<file path="src/rtl/fetch_seq_pkg.sv">
`default_nettype none
// +----------------------------------------------------------------------+
// | fetch_seq_pkg                                                        |
// | Shared state type and constants for the program sequencer.           |
// | Rev 1.0                                                              |
// +----------------------------------------------------------------------+
package fetch_seq_pkg;

  typedef enum logic [1:0] {FS_IDLE, FS_RUN, FS_HALT} fetch_state_t;

  localparam int PC_W_DEFAULT = 10;
  localparam logic [1:0] PCSEL_NONE = 2'b00;

endpackage
`default_nettype wire

</file>
<file path="src/rtl/fetch_seq_pc_save_file.sv">
`default_nettype none
// +----------------------------------------------------------------------+
// | fetch_seq_pc_save_file                                               |
// | Three jump-target save registers with one write and one read port.   |
// | Rev 1.0                                                              |
// +----------------------------------------------------------------------+
module fetch_seq_pc_save_file
  import fetch_seq_pkg::*;
#(
  parameter int PC_W = PC_W_DEFAULT
) (
  input  logic            clk,
  input  logic            rst_n,
  input  logic            i_wr_en,
  input  logic [1:0]      i_wr_sel,
  input  logic [PC_W-1:0] i_wr_data,
  input  logic [1:0]      i_rd_sel,
  output logic [PC_W-1:0] o_rd_data
);

  logic [PC_W-1:0] r_pcreg [1:3];

  always_ff @(posedge clk or negedge rst_n) begin
    if (!rst_n) begin
      for (int i = 1; i <= 3; i++) r_pcreg[i] <= '0;
    end else if (i_wr_en && (i_wr_sel != PCSEL_NONE)) begin
      r_pcreg[i_wr_sel] <= i_wr_data;
    end
  end

  // Selector 00 means "no register", which reads as zero.
  always_comb begin
    o_rd_data = '0;
    if (i_rd_sel != PCSEL_NONE) o_rd_data = r_pcreg[i_rd_sel];
  end

endmodule
`default_nettype wire

</file>
<file path="src/rtl/fetch_seq.sv">
`default_nettype none
// +----------------------------------------------------------------------+
// | fetch_seq                                                            |
// | Program sequencer: PC, jump/save handling, start/done handshake.     |
// | Rev 1.0                                                              |
// +----------------------------------------------------------------------+
module fetch_seq
  import fetch_seq_pkg::*;
#(
  parameter int PC_W  = PC_W_DEFAULT,
  parameter int CNT_W = 16
) (
  input  logic             Clk,
  input  logic             ResetN,
  input  logic             Start,
  input  logic [PC_W-1:0]  StartAddr,
  input  logic             Ack,
  input  logic             JumpEqual,
  input  logic             JumpNotEqual,
  input  logic             OffsetEn,
  input  logic [1:0]       PCRegSelect,
  input  logic [7:0]       OffsetData,
  input  logic             ZeroFlag,
  output logic [PC_W-1:0]  ProgCtr,
  output logic             Busy,
  output logic             Done,
  output logic [CNT_W-1:0] InstCount
);

  localparam logic [1:0] C_ST_IDLE = 2'(FS_IDLE);
  localparam logic [1:0] C_ST_RUN  = 2'(FS_RUN);
  localparam logic [1:0] C_ST_HALT = 2'(FS_HALT);

  logic [1:0]       r_state;
  logic [PC_W-1:0]  r_pc;
  logic [CNT_W-1:0] r_cnt;

  logic             w_run;
  logic             w_start;
  logic             w_sel_nz;
  logic             w_taken;
  logic             w_jump;
  logic             w_save;
  logic [PC_W-1:0]  w_pc_inc;
  logic [PC_W-1:0]  w_offset;
  logic [PC_W-1:0]  w_save_data;
  logic [PC_W-1:0]  w_target;

  assign w_run    = (r_state == C_ST_RUN);
  assign w_start  = Start && !w_run;
  assign w_sel_nz = (PCRegSelect != PCSEL_NONE);
  assign w_taken  = (JumpEqual && ZeroFlag) || (JumpNotEqual && !ZeroFlag);

  // Any je/jne blocks a save even when the jump itself is not taken.
  assign w_jump = w_run && !Ack && w_sel_nz && w_taken;
  assign w_save = w_run && !Ack && w_sel_nz && !JumpEqual && !JumpNotEqual;

  assign w_pc_inc    = r_pc + PC_W'(1);
  assign w_offset    = OffsetEn ? PC_W'(OffsetData) : '0;
  assign w_save_data = w_pc_inc + w_offset;

  fetch_seq_pc_save_file #(
    .PC_W (PC_W)
  ) u_save (
    .clk       (Clk),
    .rst_n     (ResetN),
    .i_wr_en   (w_save),
    .i_wr_sel  (PCRegSelect),
    .i_wr_data (w_save_data),
    .i_rd_sel  (PCRegSelect),
    .o_rd_data (w_target)
  );

  always_ff @(posedge Clk or negedge ResetN) begin
    if (!ResetN) begin
      r_state <= C_ST_IDLE;
      r_pc    <= '0;
      r_cnt   <= '0;
    end else begin
      case (r_state)
        C_ST_IDLE, C_ST_HALT: begin
          if (w_start) begin
            r_state <= C_ST_RUN;
            r_pc    <= StartAddr;
            r_cnt   <= '0;
          end
        end
        C_ST_RUN: begin
          if (Ack) begin
            r_state <= C_ST_HALT;
          end else begin
            r_pc <= w_jump ? w_target : w_pc_inc;
            if (!(&r_cnt)) r_cnt <= r_cnt + CNT_W'(1);
          end
        end
        default: r_state <= C_ST_IDLE;
      endcase
    end
  end

  assign ProgCtr   = r_pc;
  assign InstCount = r_cnt;
  assign Busy      = (r_state == C_ST_RUN);
  assign Done      = (r_state == C_ST_HALT);

endmodule
`default_nettype wire

</file>
<file path="config.mk">
export PLATFORM = sky130hd
export DESIGN_NAME = fetch_seq
export DESIGN_NICKNAME = d
export VERILOG_FILES = /design/src/rtl/fetch_seq_pkg.sv /design/src/rtl/fetch_seq_pc_save_file.sv /design/src/rtl/fetch_seq.sv
export SDC_FILE = /design/constraint.sdc
export NUM_CORES = 1
export LEC_CHECK = 0
export BUFFER_PORTS_ARGS = -buffer_cell sky130_fd_sc_hd__buf_2
export CAP_MARGIN = 20
export CORE_ASPECT_RATIO = 0.7
export CORE_MARGIN = 8
export CORE_UTILIZATION = 60
export DETAILED_ROUTE_END_ITERATION = 6
export PLACE_DENSITY = 0.95
export SLEW_MARGIN = 15
export SYNTH_ARGS = -nofsm -noshare
export SYNTH_HDL_FRONTEND = slang
export SYNTH_SLANG_ARGS = --single-unit
export TNS_END_PERCENT = 20
</file>
<file path="constraint.sdc">
create_clock -name Clk -period 3.7 [get_ports Clk]
set_input_delay 0.37 -clock Clk [delete_from_list [all_inputs] [get_ports Clk]]
set_output_delay 0.37 -clock Clk [all_outputs]
set_load 0.1 [all_outputs]
</file>
# Word-level counts from Yosys, hierarchy flattened
# Index checks and enable logic that the tools add are counted.
# W data, S select, Z words.
[totals]
memories = 0
regBits = 58
output_inout_bits = 28
latchBits = 0
input_bits = 28
ramBits = 0
rom_bits = 0
[op_classes]
n_reduce_logical = 24
n_bitwise = 1
shifts = 0
n_eq_ne = 6
n_mux = 19
order_cmp = 2
multipliers = 0
n_div = 0
add_sub_neg = 3
[op_table]
columns = ["op", "count"]
rows = [
  ["$mux W10", 7],
  ["$mux W16", 3],
  ["$pmux W16 S2", 1],
  ["$bwmux W30", 1],
  ["$bmux W10 S2", 1],
  ["$demux W10 S2", 1],
  ["$pmux W10 S2", 1],
  ["$add A16 B1 Y16 const B", 1],
  ["$reduce_and A16 Y1", 1],
  ["$add A10 B1 Y10 const B", 1],
  ["$add A10 B8 Y10", 1],
  ["$logic_and A1 B1 Y1", 10],
  ["$mux W8", 1],
  ["$ne A2 B2 Y1 const B", 4],
  ["$logic_not A1 Y1", 5],
  ["$mux W2", 2],
  ["$pmux W2 S2", 1],
  ["$reduce_and A4 Y1", 1],
  ["$reduce_bool A2 Y1", 2],
  ["$ge A3 B3 Y1 const B", 1],
  ["$lt A3 B1 Y1 const B", 1],
  ["$not A2 Y3", 1],
  ["$reduce_and A3 Y1", 1],
  ["$eq A2 B1 Y1 const B", 1],
  ["5 further kinds", 5],
]

# Longest topological paths before layout
[depth]
ltp_word = 8
depth_mapped = 9
depth_no_buf = 9

# Modules after synthesis
# Synthesis repeated with hierarchy kept, for this count alone.
[hier_totals]
hier_cells = 330
area_unflattened_um2 = 3613.5
[modules_own_cells]
columns = ["mod", "n_inst", "seq_area_each_um2", "area_per_inst_um2", "cells_each"]
rows = [
  ["fetch_seq", 1, 700.7, 2142.1, 240],
  ["fetch_seq_pc_save_file", 1, 750.7, 1471.4, 90],
]

# Least setup slack after synthesis
# Ideal clock, no wire load.
[synth_timing]
path_type = "register to register"
from = "register r_pc[3], in the netlist ProgCtr[3]"
to = "register u_save.r_pcreg[19] (netlist bit)"
setup_slack_ps = 631
setup_time_ps = 129
required_time_ps = 3571
t_arrival_ps = 2940
path_stages_with_launch = 10
period_less_slack_ps = 3069
n_path_buf = 0
cell_sequence = "dfrtp_1 and4_1 nand2_1 xnor2_1 ha_1 a2111oi_0 o21ai_0 a31oi_1 or4_1 nand3_1"
[synth_via]
elab_chain_len = 3
[synth_lines]
columns = ["element", "line_no", "rtl"]
rows = [
  ["start: declaration", "fetch_seq.sv:35", "logic [PC_W-1:0] r_pc;"],
  ["start signal: assignment", "fetch_seq.sv:84", "r_pc <= StartAddr;"],
  ["start signal: assignment", "fetch_seq.sv:92", "r_pc <= w_jump ? w_target : w_pc_inc;"],
  ["$add A10 B1 Y10", "fetch_seq.sv:58", "assign w_pc_inc = r_pc + PC_W'(1);"],
  ["$add A10 B8 Y10", "fetch_seq.sv:60", "assign w_save_data = w_pc_inc + w_offset;"],
  ["$bwmux W30", "fetch_seq_pc_save_file.sv:27", "r_pcreg[i_wr_sel] <= i_wr_data;"],
  ["end signal: indexed assignment", "fetch_seq_pc_save_file.sv:27", ""],
  ["end: declaration", "fetch_seq_pc_save_file.sv:21", "logic [PC_W-1:0] r_pcreg [1:3];"],
]
# Every way passes these cells.
# A chain may end at the register's enable or synchronous reset.

# Worst setup path in the final report
[layout_timing]
from = "register r_pc[0], in the netlist ProgCtr[0]"
to = "register u_save.r_pcreg[9] (netlist bit)"
# The elaborated chain is that of the path after synthesis.

==> results_dict.tcl <==
set metrics [dict create \
    dp_hpwl_um 6860 \
    wl_met3_um 1020 \
    cts-root-buf "clkbuf_8" \
    cts.reportedPaths.clkPinSlew_ns 0.07 \
    seqPwrFrac_pct 29.9 \
    core_area_mm2 0.00561 \
    vias_per_cell 6.38 \
    wl_met2_um 4220 \
    cts_resized 0 \
    utilization_pct 71.2 \
    num_vias 3160 \
    ys_ff_latch 58 \
    holdWs_ns 0.0474 \
    die_y_um 79.2 \
    yosys_warnings 0 \
    die_area_mm2 0.00842 \
    ys_types 50 \
    avgSynthCellArea_um2 9.51 \
    wl_per_cell_um 19.4 \
    insertedDiodeCount 0 \
    setup_violations 0 \
    nNetsFinal 454 \
    dr.pass1.iters 5 \
    start_util_pct 61.0 \
    p_sw_w 0.00167 \
    powerDensity_mw_per_mm2 868 \
    grt_max_degree 31 \
    dp_cells 479 \
    synth-edff-count 0 \
    grt_pass1_vias 3196 \
    final_cells 495 \
    worst_clock_skew_ns 0.00904 \
    start_kind "flip-flop" \
    synthesis.nets 399 \
    ios 56 \
    finalPower_w 0.00347 \
    cp_max_fo 8 \
    layout.cells.most_common "dfrtp_1" \
    area_growth_pct 16.7 \
    cts-buffers-inserted 9 \
    status "finished clean" \
    antenna_left 0 \
    drt-initial-drc-count 321 \
    power_frac_comb_pct 49.9 \
    wl_met1_um 4090 \
    swShare_pct 48.1 \
    max_freq_ghz 0.344 \
    rsz0062_at_grt "no" \
    ys_async_sr_fraction_pct 100 \
    fin_tns_setup_ns 0 \
    p_clk_share_pct 20.2 \
    num_rows 23 \
    synth-main-ff-cell "dfrtp_1" \
    required_ns 3.92 \
    layout-drive-gt1-share_pct 25.2 \
    grt_pass1_wl_um 15900 \
    clock_latency_ns 0.34 \
    post_cts_buffers 0 \
    clock_path_buffers 2 \
    cts_tree "yes" \
    cp-end-kind "flip-flop" \
    htreeDepth 3 \
    routed.top_layer "met4" \
    grt.overflow.total 0 \
    intPower_w 0.00180 \
    drc_errors 0 \
    fp.dieW_um 106 \
    p_leak_nw 1.83 \
    min_period_ns 2.90 \
    finalCritPeriodShare_pct 78.5 \
    totalWireLength_um 9610 \
    worstMarginPinSlew_ns 0.960 \
    gp_congestion 0.969 \
    port_buffers 55 \
    slew_viol_final 0 \
    fillers 394 \
    criticalPathCategory "reg2reg" \
    yosysSeqAreaShare_pct 42.4 \
    syn_area_mm2 0.00342 \
    holdBufCountCts 0 \
    worst_ir_drop_vdd_v 0.000810 \
    netlist_instances 360 \
    maxSlewHeadroom_pct 35.8 \
    hp-class "in2async" \
    cap_violations 0 \
    critPathArrivalTime_ns 3.12 \
    final_cell_mix "58 x dfrtp_1, 55 x buf_2, 41 x nand2_1" \
    antenna_found_initial 0 \
    final_hold_viol_count 0 \
    clock_sinks 58 \
    track_usage_pct 23.6 \
]
-- cell usage after synthesis (all sizes together), types with 2 or more instances --
| master | number | area share, % |
|---|---|---|
| mux2i | 2 | 0.58 |
| buf | 6 | 0.88 |
| nor3 | 8 | 1.2 |
| xnor2 | 20 | 5.1 |
| nand2 | 41 | 4.5 |
| o21bai | 2 | 0.44 |
| a22oi | 8 | 1.8 |
| and2 | 8 | 1.5 |
| or4 | 7 | 1.5 |
| o31ai | 2 | 0.44 |
| xor2 | 5 | 1.3 |
| nor4 | 5 | 0.91 |
| o211ai | 10 | 2.2 |
| nor2 | 32 | 3.5 |
| mux2 | 29 | 9.5 |
| a21o | 2 | 0.44 |
| a2111oi | 3 | 0.77 |
| nor2b | 2 | 0.37 |
| inv | 8 | 0.88 |
| and3 | 6 | 1.1 |
| a21oi | 18 | 2.6 |
| clkbuf | 10 | 1.1 |
| nand4 | 4 | 0.73 |
| and4 | 2 | 0.51 |
| a211oi | 3 | 0.66 |
| nand3 | 13 | 1.9 |
| ha | 10 | 3.7 |
| dfrtp | 58 | 42 |
| a31oi | 5 | 0.91 |
| o21ai | 14 | 2.0 |
| a221o | 2 | 0.58 |
-- area by class of cell --
type | instances | area (um^2) | area share, %
multi-input combinational | 278 | 1880 | 46.9
sequential | 58 | 1450 | 36.3
timing repair buffer | 60 | 313 | 7.83
clock buffer | 10 | 128 | 3.19
clock inverter | 6 | 105 | 2.63
tap | 75 | 93.8 | 2.35
inverter | 8 | 30.0 | 0.751
-- state kept, by name (all words and copies together), names as in the netlist --
signal,count
InstCount,16
ProgCtr,10
r_state,2
u_save.r_pcreg,30
-- stage by stage --
step,setup WS [ns],area [um^2]
after CTS,0.954,4000
after detailed placement,1.03,3760
after floorplan,0.631,3420
after global placement,1.18,3760
after global routing,0.620,4000
final,0.796,4000
-- power by group through the flow --
stage | combinational, W | clock, W | sequential, W
2_1_floorplan | 0.000872 | 0 | 0.00145
3_3_place_gp | 0.00163 | 0 | 0.00100
3_5_place_dp | 0.00168 | 0 | 0.00103
4_1_cts | 0.00171 | 0.000704 | 0.00103
5_1_grt | 0.00185 | 0.000738 | 0.00106
6_report | 0.00173 | 0.000702 | 0.00104
-- final timing paths --
path / from / endpoint / slack, ns / cells past startpoint
min in group Clk: StartAddr[3] / ProgCtr[3]$_DFFE_PN0P_ / 0.28 / 3
setup reg to reg: ProgCtr[0]$_DFFE_PN0P_ / u_save.r_pcreg[9]$_DFFE_PN0P_ / 0.80 / 9
hold / removal: ResetN / InstCount[10]$_DFFE_PN0P_ / 0.05 / 1
setup / recovery: ProgCtr[0]$_DFFE_PN0P_ / u_save.r_pcreg[9]$_DFFE_PN0P_ / 0.80 / 9
max in group asynchronous: ResetN / u_save.r_pcreg[25]$_DFFE_PN0P_ / 2.80 / 2
hold reg to reg: u_save.r_pcreg[2]$_DFFE_PN0P_ / u_save.r_pcreg[2]$_DFFE_PN0P_ / 0.47 / 2
-- worst max-delay path: stages (launching register included) --
cell and delay, ns:
dfrtp_1 0.53, ha_1 0.30, nand3_1 0.12, xnor2_1 0.23, ha_1 0.31, o21ai_0 0.43, a21oi_1 0.16, a31oi_1 0.44
or4_1 0.19, nand3_1 0.07
-- routing by layer --
layer	GRT usage, %	vias up
li1	-	1421
met5	0	-
met1	30.5	1509
met2	35.7	186
met4	7.83	0
met3	9.05	44
-- kinds of logic (layout without fill, tap and decap cells) --
family                     count (synthesis)  in the layout  synth area share, %
AOI/OAI and AO/OA                         75             75                 14.4
xor gates and xnor gates                  25             25                 6.39
adders and majority gates                 11             11                 4.24
buffers and inverters                     24             84                 2.85
DFF                                       58             58                 42.4
muxes                                     31             31                 10.1
and+or+nand+nor                          136            136                 19.6
(Power assumes the default switching activity.)
